`config.mk`:
```
export PLATFORM = sky130hd
export DESIGN_NAME = fetch_stage
export DESIGN_NICKNAME = d
export VERILOG_FILES = /design/src/rtl/pipeline_pkg.sv /design/src/rtl/fetch_stage.sv
export SDC_FILE = /design/constraint.sdc
export NUM_CORES = 1
export LEC_CHECK = 0
export CORE_ASPECT_RATIO = 1.5
export CORE_MARGIN = 2
export CORE_UTILIZATION = 40
export DETAILED_ROUTE_END_ITERATION = 8
export PLACE_DENSITY = 0.68
export SLEW_MARGIN = 20
export SYNTH_ARGS = -nofsm -noshare
export SYNTH_HDL_FRONTEND = slang
export SYNTH_SLANG_ARGS = --single-unit
export TNS_END_PERCENT = 10
```
`constraint.sdc`:
```
create_clock -name clk -period 3.65 [get_ports clk]
set_clock_uncertainty 0.2 [all_clocks]
set_input_delay 0.73 -clock clk [delete_from_list [all_inputs] [get_ports clk]]
set_output_delay 0.73 -clock clk [all_outputs]
set_load 0.02 [all_outputs]
```
`src/rtl/pipeline_pkg.sv`:
```
`default_nettype none
// ============================================================================
//  Module   : pipeline_pkg
//  Purpose  : Shared types and constants for the pipeline front end.
//  Revision : 1.0 - initial release
// ============================================================================
package pipeline_pkg;

  // Fetch controller states: IDLE issues, WAIT has one request in flight,
  // HOLD parks a stalled response, KILL drains a request made stale by a redirect.
  typedef enum logic [1:0] {
    IDLE = 2'd0,
    WAIT = 2'd1,
    HOLD = 2'd2,
    KILL = 2'd3
  } fetch_state_t;

  // addi x0, x0, 0 - the canonical bubble instruction
  localparam logic [31:0] NOP_INSTR = 32'h0000_0013;

endpackage
`default_nettype wire

```
`src/rtl/fetch_stage.sv`:
```
`default_nettype none
// ============================================================================
//  Module   : fetch_stage
//  Purpose  : Owns the PC, issues in-order single-outstanding instruction
//             memory requests, and presents PCF/InstrF/PCPlus4F/ValidF to the
//             F/D register, honouring StallF and Execute redirects.
//  Revision : 1.0 - initial release
// ============================================================================
module fetch_stage
  import pipeline_pkg::*;
#(
  parameter int                    DATA_WIDTH = 32,
  parameter logic [DATA_WIDTH-1:0] RESET_PC   = '0
) (
  input  logic                  clk,
  input  logic                  rst,
  input  logic                  StallF,
  input  logic                  PCSrcE,
  input  logic [DATA_WIDTH-1:0] PCTargetE,
  output logic                  imem_req,
  output logic [DATA_WIDTH-1:0] imem_addr,
  input  logic                  imem_rvalid,
  input  logic [DATA_WIDTH-1:0] imem_rdata,
  output logic [DATA_WIDTH-1:0] PCF,
  output logic [DATA_WIDTH-1:0] InstrF,
  output logic [DATA_WIDTH-1:0] PCPlus4F,
  output logic                  ValidF
);

  localparam logic [DATA_WIDTH-1:0] c_pc_step    = DATA_WIDTH'(4);
  localparam logic [DATA_WIDTH-1:0] c_align_mask = ~DATA_WIDTH'(3);
  localparam logic [DATA_WIDTH-1:0] c_nop        = DATA_WIDTH'(NOP_INSTR);

  fetch_state_t          r_state;
  logic [DATA_WIDTH-1:0] r_pc;
  logic [DATA_WIDTH-1:0] r_hold_pc;
  logic [DATA_WIDTH-1:0] r_hold_instr;

  fetch_state_t          w_next_state;
  logic [DATA_WIDTH-1:0] w_next_pc;
  logic [DATA_WIDTH-1:0] w_pc_plus4;
  logic [DATA_WIDTH-1:0] w_target;
  logic                  w_req;
  logic [DATA_WIDTH-1:0] w_addr;
  logic                  w_deliver;
  logic [DATA_WIDTH-1:0] w_del_pc;
  logic [DATA_WIDTH-1:0] w_del_instr;
  logic                  w_hold_load;

  assign w_pc_plus4 = r_pc + c_pc_step;
  assign w_target   = PCTargetE & c_align_mask;
  assign imem_req   = w_req;
  assign imem_addr  = w_addr;

  // Next state, next PC, request generation and delivery selection.
  always_comb begin
    w_next_state = r_state;
    w_next_pc    = r_pc;
    w_req        = 1'b0;
    w_addr       = r_pc;
    w_deliver    = 1'b0;
    w_del_pc     = r_pc;
    w_del_instr  = imem_rdata;
    w_hold_load  = 1'b0;
    unique case (r_state)
      IDLE: begin
        if (PCSrcE) begin
          // The request that would have issued is already stale; suppress it.
          w_next_pc = w_target;
        end else begin
          w_req        = 1'b1;
          w_next_state = WAIT;
        end
      end
      WAIT: begin
        if (PCSrcE) begin
          w_next_pc    = w_target;
          w_next_state = imem_rvalid ? IDLE : KILL;
        end else if (imem_rvalid && !StallF) begin
          // Accept and immediately chain the next sequential request.
          w_deliver = 1'b1;
          w_next_pc = w_pc_plus4;
          w_req     = 1'b1;
          w_addr    = w_pc_plus4;
        end else if (imem_rvalid) begin
          w_hold_load  = 1'b1;
          w_next_pc    = w_pc_plus4;
          w_next_state = HOLD;
        end
      end
      HOLD: begin
        if (PCSrcE) begin
          w_next_pc    = w_target;
          w_next_state = IDLE;
        end else if (!StallF) begin
          w_deliver    = 1'b1;
          w_del_pc     = r_hold_pc;
          w_del_instr  = r_hold_instr;
          w_req        = 1'b1;
          w_next_state = WAIT;
        end
      end
      KILL: begin
        // A further redirect only updates the target; if the stale response
        // lands in that same cycle it is consumed here, so there is nothing
        // left to drain and waiting on in KILL would never end.
        if (PCSrcE) begin
          w_next_pc = w_target;
        end
        if (imem_rvalid) begin
          w_next_state = IDLE;
        end
      end
      default: w_next_state = IDLE;
    endcase
  end

  // Controller state, PC, hold buffer and the F/D-facing output registers.
  always_ff @(posedge clk) begin
    if (rst) begin
      r_state      <= IDLE;
      r_pc         <= RESET_PC;
      r_hold_pc    <= '0;
      r_hold_instr <= '0;
      PCF          <= '0;
      InstrF       <= c_nop;
      PCPlus4F     <= '0;
      ValidF       <= 1'b0;
    end else begin
      r_state <= w_next_state;
      r_pc    <= w_next_pc;
      if (PCSrcE) begin
        r_hold_pc    <= '0;
        r_hold_instr <= '0;
      end else if (w_hold_load) begin
        r_hold_pc    <= r_pc;
        r_hold_instr <= imem_rdata;
      end
      if (PCSrcE) begin
        ValidF <= 1'b0;
        InstrF <= c_nop;
      end else if (w_deliver) begin
        PCF      <= w_del_pc;
        InstrF   <= w_del_instr;
        PCPlus4F <= w_del_pc + c_pc_step;
        ValidF   <= 1'b1;
      end else if (!StallF) begin
        ValidF <= 1'b0;
        InstrF <= c_nop;
      end
    end
  end

endmodule
`default_nettype wire

```
## Yosys cells after proc, flatten, opt, wreduce, memory -nomap -nowiden

Cells that the tools add are included.

| storage, ports and cells | value |
|---|---|
| bits in registers | 195 |

| operators by class | value |
|---|---|
| $add $sub $neg | 2 |
| bitwise logic cells | 1 |
| reductions and logical operators | 8 |
| muxes and demuxes | 37 |
| equal/unequal tests | 11 |

Operators by type and width:

| kind | number |
|---|---|
| 2-to-1 mux 32 bit | 14 |
| adder 32 x 3 -> 32 bit (second input constant) | 2 |
| case mux 32 bit (2 select lines) | 1 |
| 2-to-1 mux 2 bit | 8 |
| 2-to-1 mux 1 bit | 11 |
| inequality test 3 bit (second input constant) | 3 |
| case mux 2 bit (4 select lines) | 1 |
| AND reduction 5 bit | 1 |
| == test 2 bit (second input constant) | 2 |
| inequality test 2 x 1 -> 1 bit (second input constant) | 2 |
| inequality test 2 bit (second input constant) | 2 |
| inequality test 4 bit (second input constant) | 1 |
| AND reduction 2 bit | 2 |
| case mux 1 bit (3 select lines) | 1 |
| OR reduction 3 bit | 1 |
| == test 2 x 1 -> 1 bit (second input constant) | 1 |
| zero test 2 bit | 1 |
| case mux 1 bit (2 select lines) | 1 |
| OR reduction 2 bit | 1 |
| logical AND 1 bit | 1 |
| zero test 1 bit | 1 |
| NOT 1 bit | 1 |

## Depth between registers and ports, before layout

Gate-level depths: netlist of run 1.

| logic depth | value |
|---|---|
| word-level depth | 6 |
| depth in mapped cells | 14 |
| gate-level depth less buffers | 11 |

## Least setup slack after synthesis of run 1

Ideal clock, no wire load.

| path | value |
|---|---|
| path type | input to register |
| from | in PCSrcE |
| to | reg PCPlus4F[30] |
| stages on the path | 13 |
| data arrival time | 3,420 ps |
| library setup time | 62 ps |
| path slack | -32 ps |
| data required time | 3,388 ps |
| buffers on the path | 4 |
| cell sequence | buf_6 > nor3b_2 > buf_2 > buf_4 > buf_2 > nand2_1 > nand2_1 > ha_1 > nand4_1 > nor3_1 > o22ai_2 > or4_1 > nand3_1 |

| on the way | value |
|---|---|
| word-level cells in the longest chain between the ends | 3 |
| elaborated cells between the ends (all ways) | 8 |
| classes of those cells | add/sub (1); mux (5); bitwise (1); reduce/logical (1) |

RTL lines:

| what | line | source |
|---|---|---|
| from (decl) | fetch_stage.sv:18 | `input logic PCSrcE,` |
| 2-to-1 mux 32 bit | fetch_stage.sv:92 | `if (PCSrcE) begin` |
| 2-to-1 mux 32 bit | fetch_stage.sv:65 | `unique case (r_state)` |
| named net w_del_pc[3] | fetch_stage.sv:46 | `logic [DATA_WIDTH-1:0] w_del_pc;` |
| adder 32 x 3 -> 32 bit | fetch_stage.sv:145 | `PCPlus4F <= w_del_pc + c_pc_step;` |
| to (signal assigned) | fetch_stage.sv:145 |  |
| to (decl) | fetch_stage.sv:26 | `output logic [DATA_WIDTH-1:0] PCPlus4F,` |

The timed path passes the listed nets, and every way through them passes these cells.
A chain may end at the register's enable or synchronous reset.

## Worst setup path in the final report of run 1

| path | value |
|---|---|
| from | in PCSrcE |
| to | out imem_addr[16] |

| on the way | value |
|---|---|
| word-level cells in the longest chain between the ends | 2 |

RTL lines:

| what | line | source |
|---|---|---|
| 2-to-1 mux 32 bit | fetch_stage.sv:76 | `if (PCSrcE) begin` |
| 2-to-1 mux 32 bit | fetch_stage.sv:65 |  |
| to (decl) | fetch_stage.sv:21 | `output logic [DATA_WIDTH-1:0] imem_addr,` |

Every way passes these cells.

==> flow_summary_export.csv, run 1 <==
group,metric,value,unit
cells_and_area,n_antenna_cell,0,
global_route,grt_pass1_vias,8934,
synthesis,ys_ff_latch,187,
die,die-area,25000,um^2
clocking,cts.path.max_buffers,2,
clocking,cts_tree,"built",
clocking,cts_setup_buffers,0,
power,pwr_density_cell,372,nW/um^2
power,p_leak,4.52,nW
synthesis,synth.distinct_cells,69,
sta,whs,256,ps
critical_path,worstSetupStartpointType,"primary input",
route,final_antenna_net_count,0,
clocking,cts_root_buffer,"clkbuf_16",
critical_path,r2r_end,"PCPlus4F[30]$_SDFFE_PP0P_",
job,maxCapViolCount,0,
cells_and_area,area_growth,33.6,%
sta,maxSlewViolCount,0,
min_path,hold_class,"register to register",
critical_path,crit_type,"primary input to output pin",
global_route,antenna_found_initial,0,
critical_path,worstPathMaxFanout,4,
synthesis,synth-main-ff-cell,"dfxtp_1",
global_route,grt_max_degree,70,
die,core-area,23500,um^2
cells_and_area,final_common_cell,"nand2_1",
power,peakVddDrop,0.325,mV
die,rows,69,
die,dieHeight,192,um
synthesis,ys_warn_count,0,
critical_path,cp_common_cell,"buf_4",
synthesis,synth-edff-count,0,
route,dr.pass1.iters,7,
place,port-buffer-count,190,
route,drt_iter0_markers,653,
critical_path,critPathSlowestCell,"clkdlybuf4s50_1",
sta,setup_viol,0,
cells_and_area,final_area,12700,um^2
critical_path,rr_worst_depth,11,
critical_path,cp.arrival,2680,ps
place,post-dp-hpwl,21500,um
sta,min_period_over_period,98.9,%
critical_path,end_kind,"output pin",
sta,hold_viol_final,0,
synthesis,synthArstFlopShare,0,%
sta,slew_headroom,46.9,%
global_route,grt_pass1_wl,46900,um
outcome,status,"finished, final reports clean",
critical_path,crit_required,2720,ps
place,placed_cells,1749,
sta,worst_pin_slew,796,ps
min_path,whs_endpoint,"r_hold_instr[0]$_SDFFE_PP0P_",
sta,rsz0062_at_grt,"yes",
die,top_level_ports,199,
clocking,clock_latency,440,ps
die,die_w,130,um
sta,fin_setup_tns,0,ps
route,routed_wl,29900,um
die,initial_core_util,40.3,%
critical_path,r2r_setup_slack,510,ps
synthesis,netlist_instances,1258,
clocking,cts_sinks,187,
sta,min_period,3610,ps
route,vias,9564,
global_route,overflow,0,
place,postPlaceCellArea,12100,um^2
cells_and_area,most-common-layout-cells,"nand2_1, dfxtp_1, clkdlybuf4s50_1",
clocking,cts_made_buffers,17,
critical_path,rr_startpoint,"r_state[0]$_SDFFE_PP0P_",
critical_path,worstPathCellList,"clkdlybuf4s50_1 -> nand4bb_4 -> nor4_2 -> buf_4 -> buf_4 -> and2_1 -> nand2_1 -> xnor2_1 -> clkdlybuf4s15_1",
cells_and_area,drive_above_1_share,11.8,%
cells_and_area,instances_no_fill,1779,
place,gp_congestion,0.901,
clocking,h-tree-depth,4,
power,power,4.71,mW
min_path,hold_depth,2,
cells_and_area,fill_cells,2295,
synthesis,syn_area,9470,um^2
cells_and_area,fin_nets,1526,
synthesis,yosysSeqAreaShare,39.5,%
route,wl_per_cell,16.8,um
route,routed_via_density,5.38,
critical_path,critPathMaxStageDelay,440,ps
synthesis,avgSynthCellArea,7.53,um^2
min_path,hold_path_startpoint,"r_hold_instr[0]$_SDFFE_PP0P_",
clocking,clkTransAtPathRegs,70,ps
sta,max_clock_freq,277,MHz
clocking,cts-hold-fix-buffers,0,
global_route,grtUsageTotal,23.8,%
route,drc_errors,0,
-- synth_stat cells (9+ instances only) --
library cell | count | area share (%)
nand2_1 | 291 | 12
dfxtp_1 | 187 | 40
a21oi_1 | 140 | 7.4
nor2_1 | 132 | 5.2
clkbuf_1 | 82 | 3.2
nand3_1 | 50 | 2.6
xor2_1 | 42 | 3.9
a211oi_1 | 36 | 2.9
nor3_1 | 28 | 1.5
mux2i_1 | 27 | 2.9
xnor2_1 | 26 | 2.4
nand4_1 | 20 | 1.3
buf_2 | 15 | 0.79
nor4_1 | 12 | 0.79
and3_1 | 11 | 0.73
o21ai_0 | 11 | 0.58
buf_4 | 9 | 0.71
-- area by class of cell --
| type | count | area [um^2] | area share, % |
|---|---|---|---|
| Multi-Input combinational cell | 951 | 5290 | 41.8 |
| Sequential cell | 187 | 3740 | 29.6 |
| Timing Repair Buffer | 283 | 2550 | 20.2 |
| Clock buffer | 18 | 439 | 3.47 |
| Tap cell | 319 | 399 | 3.15 |
| Clock inverter | 12 | 188 | 1.48 |
| Inverter | 9 | 33.8 | 0.267 |
-- worst max path at each step --
stage | from | endpoint | depth (start not counted)
2_1_floorplan | PCSrcE | PCPlus4F[30]$_SDFFE_PP0P_ | 13
3_3_place_gp | PCSrcE | imem_addr[30] | 8
6_report | PCSrcE | imem_addr[16] | 9
4_1_cts | PCSrcE | imem_addr[14] | 9
5_1_grt | PCSrcE | imem_addr[16] | 9
3_5_place_dp | PCSrcE | imem_addr[28] | 8
-- registers in the layout (all words and copies together), names as in the netlist --
register / cells
InstrF: 32
r_hold_instr: 32
PCF: 30
PCPlus4F: 30
r_hold_pc: 30
r_pc: 30
r_state: 2
ValidF: 1
-- through the flow --
step	worst slack (ps)	util, %
after global placement	-556	51.4
after CTS	-45.8	54.1
after detailed placement	-532	51.4
after global routing	-68.7	53.9
after floorplan	30.5	-
final	41.5	53.9
-- cells by family (layout without fill, tap and decap cells) --
family | count (synthesis) | in the layout | synth area share [%]
multiplexers | 29 | 29 | 3.09
AND/OR/NAND/NOR | 585 | 585 | 27.5
AO/OA/AOI/OAI | 255 | 255 | 16.9
XOR/XNOR | 68 | 68 | 6.29
buffers and inverters | 125 | 322 | 5.67
flip-flops | 187 | 187 | 39.5
other | 1 | 6 | 0.0396
adder cells (fa/ha/maj) | 8 | 8 | 1.06
-- layer usage --
| metal | track usage (%) | part of all wire, % | routed length (um) | vias to the layer above |
|---|---|---|---|---|
| met4 | 10.5 | 3.7 | 1120 | 0 |
| met3 | 4.71 | 6.0 | 1780 | 58 |
| met2 | 42.0 | 51 | 15200 | 349 |
| li1 | - | - | - | 4697 |
| met5 | 0 | 0 | 0 | - |
| met1 | 27.7 | 39 | 11800 | 4460 |
-- critical path: cells and delay by family --
family | cells | cell delay (ps)
buf+inv | 4 | 990
simple gates | 4 | 820
xor+xnor | 1 | 130
-- where the power goes --
| part | internal, mW | switching, mW |
|---|---|---|
| clock | 1.17 | 0.835 |
| sequential | 2.08 | 0.0375 |
| combinational | 0.244 | 0.346 |
| total | 3.49 | 1.22 |
-- what timing repair did --
action	CTS	global route
pin swaps	0	1
endpoints found under the hold margin	0	0
gates resized for setup	47	47
setup endpoints to repair	26	32
No activity file was read; power rests on OpenSTA's default activity.
==> run 2: changes to the inputs <==
Settings changed: ABC_AREA from default to 1, CTS_CLUSTER_DIAMETER from default to 150, PLACE_DENSITY 0.68 to 0.67.
==> flow_summary_export.csv, run 2 <==
group,metric,value,unit
global_route,overflow,0,
die,dieHeight,197,um
min_path,hold_class,"register to register",
synthesis,synth-compound-area-share,18.0,%
place,port-buffer-count,190,
synthesis,syn_area,9930,um^2
outcome,status,"finished, final reports clean",
cells_and_area,n_antenna_cell,0,
route,routed_via_density,5.11,
cells_and_area,final_common_cell,"nand2_1",
job,maxCapViolCount,0,
place,gp_congestion,0.914,
global_route,grt_pass1_wl,48000,um
synthesis,ys_warn_count,0,
power,pwr_density_cell,450,nW/um^2
clocking,cts_tree,"built",
synthesis,synth.distinct_cells,47,
critical_path,crit_type,"primary input to output pin",
sta,setup_viol,0,
synthesis,synth.mux.area_fraction,0.227,%
clocking,cts_made_buffers,17,
route,drt_iter0_markers,834,
die,initial_core_util,40.7,%
synthesis,yosysSeqAreaShare,37.7,%
sta,maxSlewViolCount,0,
synthesis,yosysMostFrequentCell,"nand2_1",
route,drc_errors,0,
synthesis,synth.area.top_cells,"dfxtp_1, nand2_1, o21ai_0, a21oi_1, inv_1",
global_route,grt_pass1_vias,9427,
place,post-dp-hpwl,22000,um
sta,fin_setup_tns,0,ps
route,wl_per_cell,15.0,um
critical_path,end_kind,"output pin",
synthesis,synth_top_area_cell,"dfxtp_1",
global_route,grt_max_degree,98,
synthesis,synthAdderAreaFrac,1.01,%
cells_and_area,drive_above_1_share,9.92,%
cells_and_area,area_growth,30.3,%
cells_and_area,fin_nets,1748,
critical_path,worstSetupStartpointType,"primary input",
global_route,grtUsageTotal,22.9,%
synthesis,synth_xor_area_share,1.85,%
cells_and_area,multi_input_area,5160,um^2
sta,worst_pin_slew,960,ps
die,die-area,26100,um^2
clocking,cts_root_buffer,"clkbuf_16",
clocking,clock_latency,450,ps
power,power,5.82,mW
sta,slew_headroom,35.6,%
power,peakVddDrop,0.385,mV
synthesis,synth_top_area_share,37.7,%
cells_and_area,fill_cells,2430,
sta,hold_viol_final,0,
cells_and_area,final_area,12900,um^2
route,final_antenna_net_count,0,
synthesis,ys_ff_latch,187,
clocking,h-tree-depth,4,
sta,min_period_over_period,96.7,%
synthesis,synth-simple-area-share,30.2,%
critical_path,worstPathMaxFanout,33,
route,vias,10300,
place,postPlaceCellArea,12300,um^2
route,routed_wl,30200,um
clocking,cts-hold-fix-buffers,0,
cells_and_area,instances_no_fill,2008,
cells_and_area,most-common-layout-cells,"nand2_1, dfxtp_1, clkdlybuf4s50_1",
place,placed_cells,1976,
critical_path,cp.arrival,2600,ps
clocking,cts_sinks,187,
sta,fin_ws,120,ps
synthesis,synth-main-ff-cell,"dfxtp_1",
cells_and_area,biggestRegsByFlops,"InstrF x32, r_hold_instr x32",
die,die_w,133,um
clocking,cts_setup_buffers,0,
synthesis,synthArstFlopShare,0,%
synthesis,synth-edff-count,0,
synthesis,avgSynthCellArea,6.71,um^2
clocking,cts.path.max_buffers,2,
sta,min_period,3530,ps
power,p_leak,5.35,nW
synthesis,synth_commonest_cells,"nand2_1, dfxtp_1, inv_1",
critical_path,crit_required,2720,ps
sta,max_clock_freq,283,MHz
route,dr.pass1.iters,5,
die,top_level_ports,199,
die,rows,70,
synthesis,synth_top_family_by_area,"simple AND/OR/NAND/NOR gates",
place,dp_slack,-143,ps
global_route,antenna_found_initial,0,
synthesis,netlist_instances,1481,
cells_and_area,regArea,3750,um^2
die,core-area,24400,um^2
clocking,clkTransAtPathRegs,70,ps
run 2: changes by cell type after synthesis, moves of 27 or more:
| cell | before | now |
|---|---|---|
| nand3_1 | 50 | 95 |
| o21ai_0 | 11 | 132 |
| nand2_1 | 291 | 368 |
| inv_1 | 8 | 145 |
| mux2i_1 | 27 | 0 |
| clkbuf_1 | 82 | 50 |
run 2: metrics by stage:
| stage | util (%) | hold slack, ps |
|---|---|---|
| floorplan | - | 225 |
| global placement | 50.5 | 232 |
| detailed placement | 50.5 | 237 |
| CTS | 52.8 | 249 |
| global route | 53.0 | 268 |
| finish | 53.0 | 246 |
run 2: power breakdown:
group | leakage, nW | switching, mW | internal, mW | total [mW]
Combinational | 3.55 | 1.04 | 0.619 | 1.66
Clock | 0.277 | 0.898 | 0.965 | 1.86
Sequential | 1.52 | 0.123 | 2.18 | 2.30
run 2: layout make-up:
type | count | area share, %
Inverter | 155 | 4.51
Clock buffer | 17 | 3.29
Sequential cell | 187 | 28.9
Multi-Input combinational cell | 1053 | 39.9
Clock inverter | 15 | 1.22
Tap cell | 324 | 3.13
Timing Repair Buffer | 257 | 19.0
run 2: path summary, 6_finish.rpt:
check | startpoint | cells after the start | slack [ps] | end
worst max-delay path | StallF | 7 | 120 | imem_req
worst min-delay path | r_hold_instr[21]$_SDFFE_PP0P_ | 2 | 250 | r_hold_instr[21]$_SDFFE_PP0P_
worst max register to register | r_state[0]$_SDFFE_PP0P_ | 12 | 800 | PCPlus4F[9]$_SDFFE_PP0P_
worst min register to register | r_hold_instr[21]$_SDFFE_PP0P_ | 2 | 250 | r_hold_instr[21]$_SDFFE_PP0P_
run 2: cell families after synthesis:
logic type                 count (synthesis)
and+or+nand+nor                          693
AOI/OAI and AO/OA                        323
DFF                                      187
muxes                                      2
buffers and inverters                    246
xor gates and xnor gates                  21
other                                      1
adders and majority gates                  8
run 2: what timing repair did:
item                                    CTS  global route
hold endpoints to repair                  0             0
endpoints found under the setup margin   24            15
gates resized for setup                  20            21
pin swaps                                 0             0
run 2: metal layers:
metal / part of all wire [%] / up-vias / track usage (%)
met5: 0 / - / 0
met4: 3.8 / 0 / 10.6
met3: 5.3 / 66 / 3.42
met2: 47 / 355 / 38.0
met1: 44 / 4673 / 29.3
li1: - / 5172 / -
run 2: critical path, stage by stage:
cell and delay [ps]:
clkdlybuf4s50_1 440, buf_4 270, nor2_8 160, nand2_4 90, a31o_2 240, inv_1 50
clkdlybuf4s50_1 600
==> patch, RTL diff (config.mk and constraints of run 1) <==
The 4 states of `fetch_state_t` get a one-hot encoding in 4 bits.
--- a/src/rtl/pipeline_pkg.sv
+++ b/src/rtl/pipeline_pkg.sv
@@ -8,11 +8,11 @@
 
   // Fetch controller states: IDLE issues, WAIT has one request in flight,
   // HOLD parks a stalled response, KILL drains a request made stale by a redirect.
-  typedef enum logic [1:0] {
-    IDLE = 2'd0,
-    WAIT = 2'd1,
-    HOLD = 2'd2,
-    KILL = 2'd3
+  typedef enum logic [3:0] {
+    IDLE = 4'b0001,
+    WAIT = 4'b0010,
+    HOLD = 4'b0100,
+    KILL = 4'b1000
   } fetch_state_t;
 
   // addi x0, x0, 0 - the canonical bubble instruction
Check against the original RTL: no difference found for any inputs over 4 cycles, from zero or initial values and one cycle with rst high; so few cycles prove little.
==> patch against run 1 <==
Die area is 2.3% higher; sequential cell count is 2 higher; hold slack worse by 2.3 ps; wire length is 1.5% higher; synthesized area is 2.4% higher; design area is 1.3% higher; sequential share of layout area is 0.069 points lower; setup slack better by 23 ps.
Power is not compared: it rests on default switching activity, and its combinational part moved more than twofold at a synthesized area within 25%.
==> patch: results (changes against run 1) <==
status finished clean; Layout Cells excl Fill 1,806 (+1.5%); vias per std cell 5.50 (+2.4%); Antenna Nets Post-Route 0 (unchanged); GRT Util Overall 23.5% (-0.35 points); vias in the first global route 9,467 (+6.0%); top routing layer used met4; Pre-antenna DRT Iters 5 (-2); # Post-CTS Setup Buffers 1 (+1); Cell variety after synth 68 (-1.4%); M1 WL 12,700 µm (+7.8%); layout cell share with drive strength beyond 1 9.95% (-1.8 points); reg2reg start r_state[0]; Commonest cells post-synth nand2_1, dfxtp_1, a21oi_1, nor2_1, clkbuf_1; post_cts resized 31 (-34%); initial drt markers 678 (+3.8%); crit-path max cell delay 480 ps (+40 ps); worst hold stages 2 (unchanged); Wirelength per Cell 16.8 µm (about the same); Synth Warn # 0 (unchanged); met3 WL 1580 µm (-11%); share of total power in sequential cells 36.0%; R2R Setup Slk 270 ps (-240 ps); largest net degree at the start of global routing 68 (-2.9%); Clk Latency, worst-skew pair 440 ps (about the same); Internal 0.00433 W; port bufs 190 (unchanged); sequential fraction of the synthesis area 39.0% (-0.50 points); main flop type after synthesis dfxtp_1; filler cell count 2,307 (+0.52%); HP Start r_hold_instr[9]; hpwl dp 21,400 µm (-0.31%); clock root cell clkbuf_16; Async SR Flop Fraction 0% (unchanged); leak pwr 4.35 nW; top cells by area, synth dfxtp_1, nand2_1, a21oi_1, nor2_1, clkbuf_1; first-pass GRT wire length 49,400 µm (+5.4%); critical path fanouts, max 13 (+9); class of the worst hold path flop to flop; Max-slew headroom 36.1% (-11 points); WP data arrival 2660 ps (-20 ps); Placer Congestion 0.918 (+2.0%); # nets final 1,547 (+1.4%); Post-Syn Instances 1,303 (+3.6%); Max-Cap Viols 0 (unchanged); Met2 Routed Length 15,200 µm (+0.16%); hold endpoint r_hold_instr[9]; worst r2r dst PCPlus4F[22]
-- patch: metal layers --
layer	vias to the layer above	GRT usage [%]
met2	357	41.1
met1	4632	29.0
met3	54	3.65
met4	0	9.02
li1	4899	-
met5	-	0
-- patch: final cells by class --
cell class | instances | share of cell area [%]
Clock buffer | 20 | 3.56
Clock inverter | 10 | 1.47
Inverter | 14 | 0.410
Multi-Input combinational cell | 982 | 42.1
Sequential cell | 189 | 29.5
Tap cell | 319 | 3.11
Timing Repair Buffer | 272 | 19.9
-- patch: worst max-delay path by stage --
stage                     depth (start not counted)       endpoint         from
after floorplan                                  15   PCPlus4F[28]       PCSrcE
after global placement                            7  imem_addr[15]  imem_rvalid
after detailed placement                         14   PCPlus4F[28]       PCSrcE
after CTS                                         8  imem_addr[13]       PCSrcE
after global routing                              7   imem_addr[9]  imem_rvalid
final                                             7  imem_addr[18]  imem_rvalid
-- patch: cells by family after synthesis --
group	count (synthesis)	synth area share, %
and+or+nand+nor	542	25.6
AOI/OAI and AO/OA	364	22.5
DFF	189	39.0
buffers and inverters	137	6.14
xor gates and xnor gates	46	4.16
muxes	22	2.34
adders and majority gates	2	0.258
other	1	0.0387
-- patch: tightest hold or removal path: stages (launching register included) --
cell,delay (ps)
dfxtp_1,310
nand2_1,50
a21oi_1,50
-- patch: stage by stage --
stage	setup slack (ps)	hold slack [ps]	total power, W	cell area (µm²)
2_1_floorplan	1.89	233	0.00375	9730
3_3_place_gp	-222	233	0.00460	12200
3_5_place_dp	-234	247	0.00462	12200
4_1_cts	7.05	256	0.00661	12800
5_1_grt	-12.2	275	0.00692	12800
6_report	64.1	254	0.00659	12800
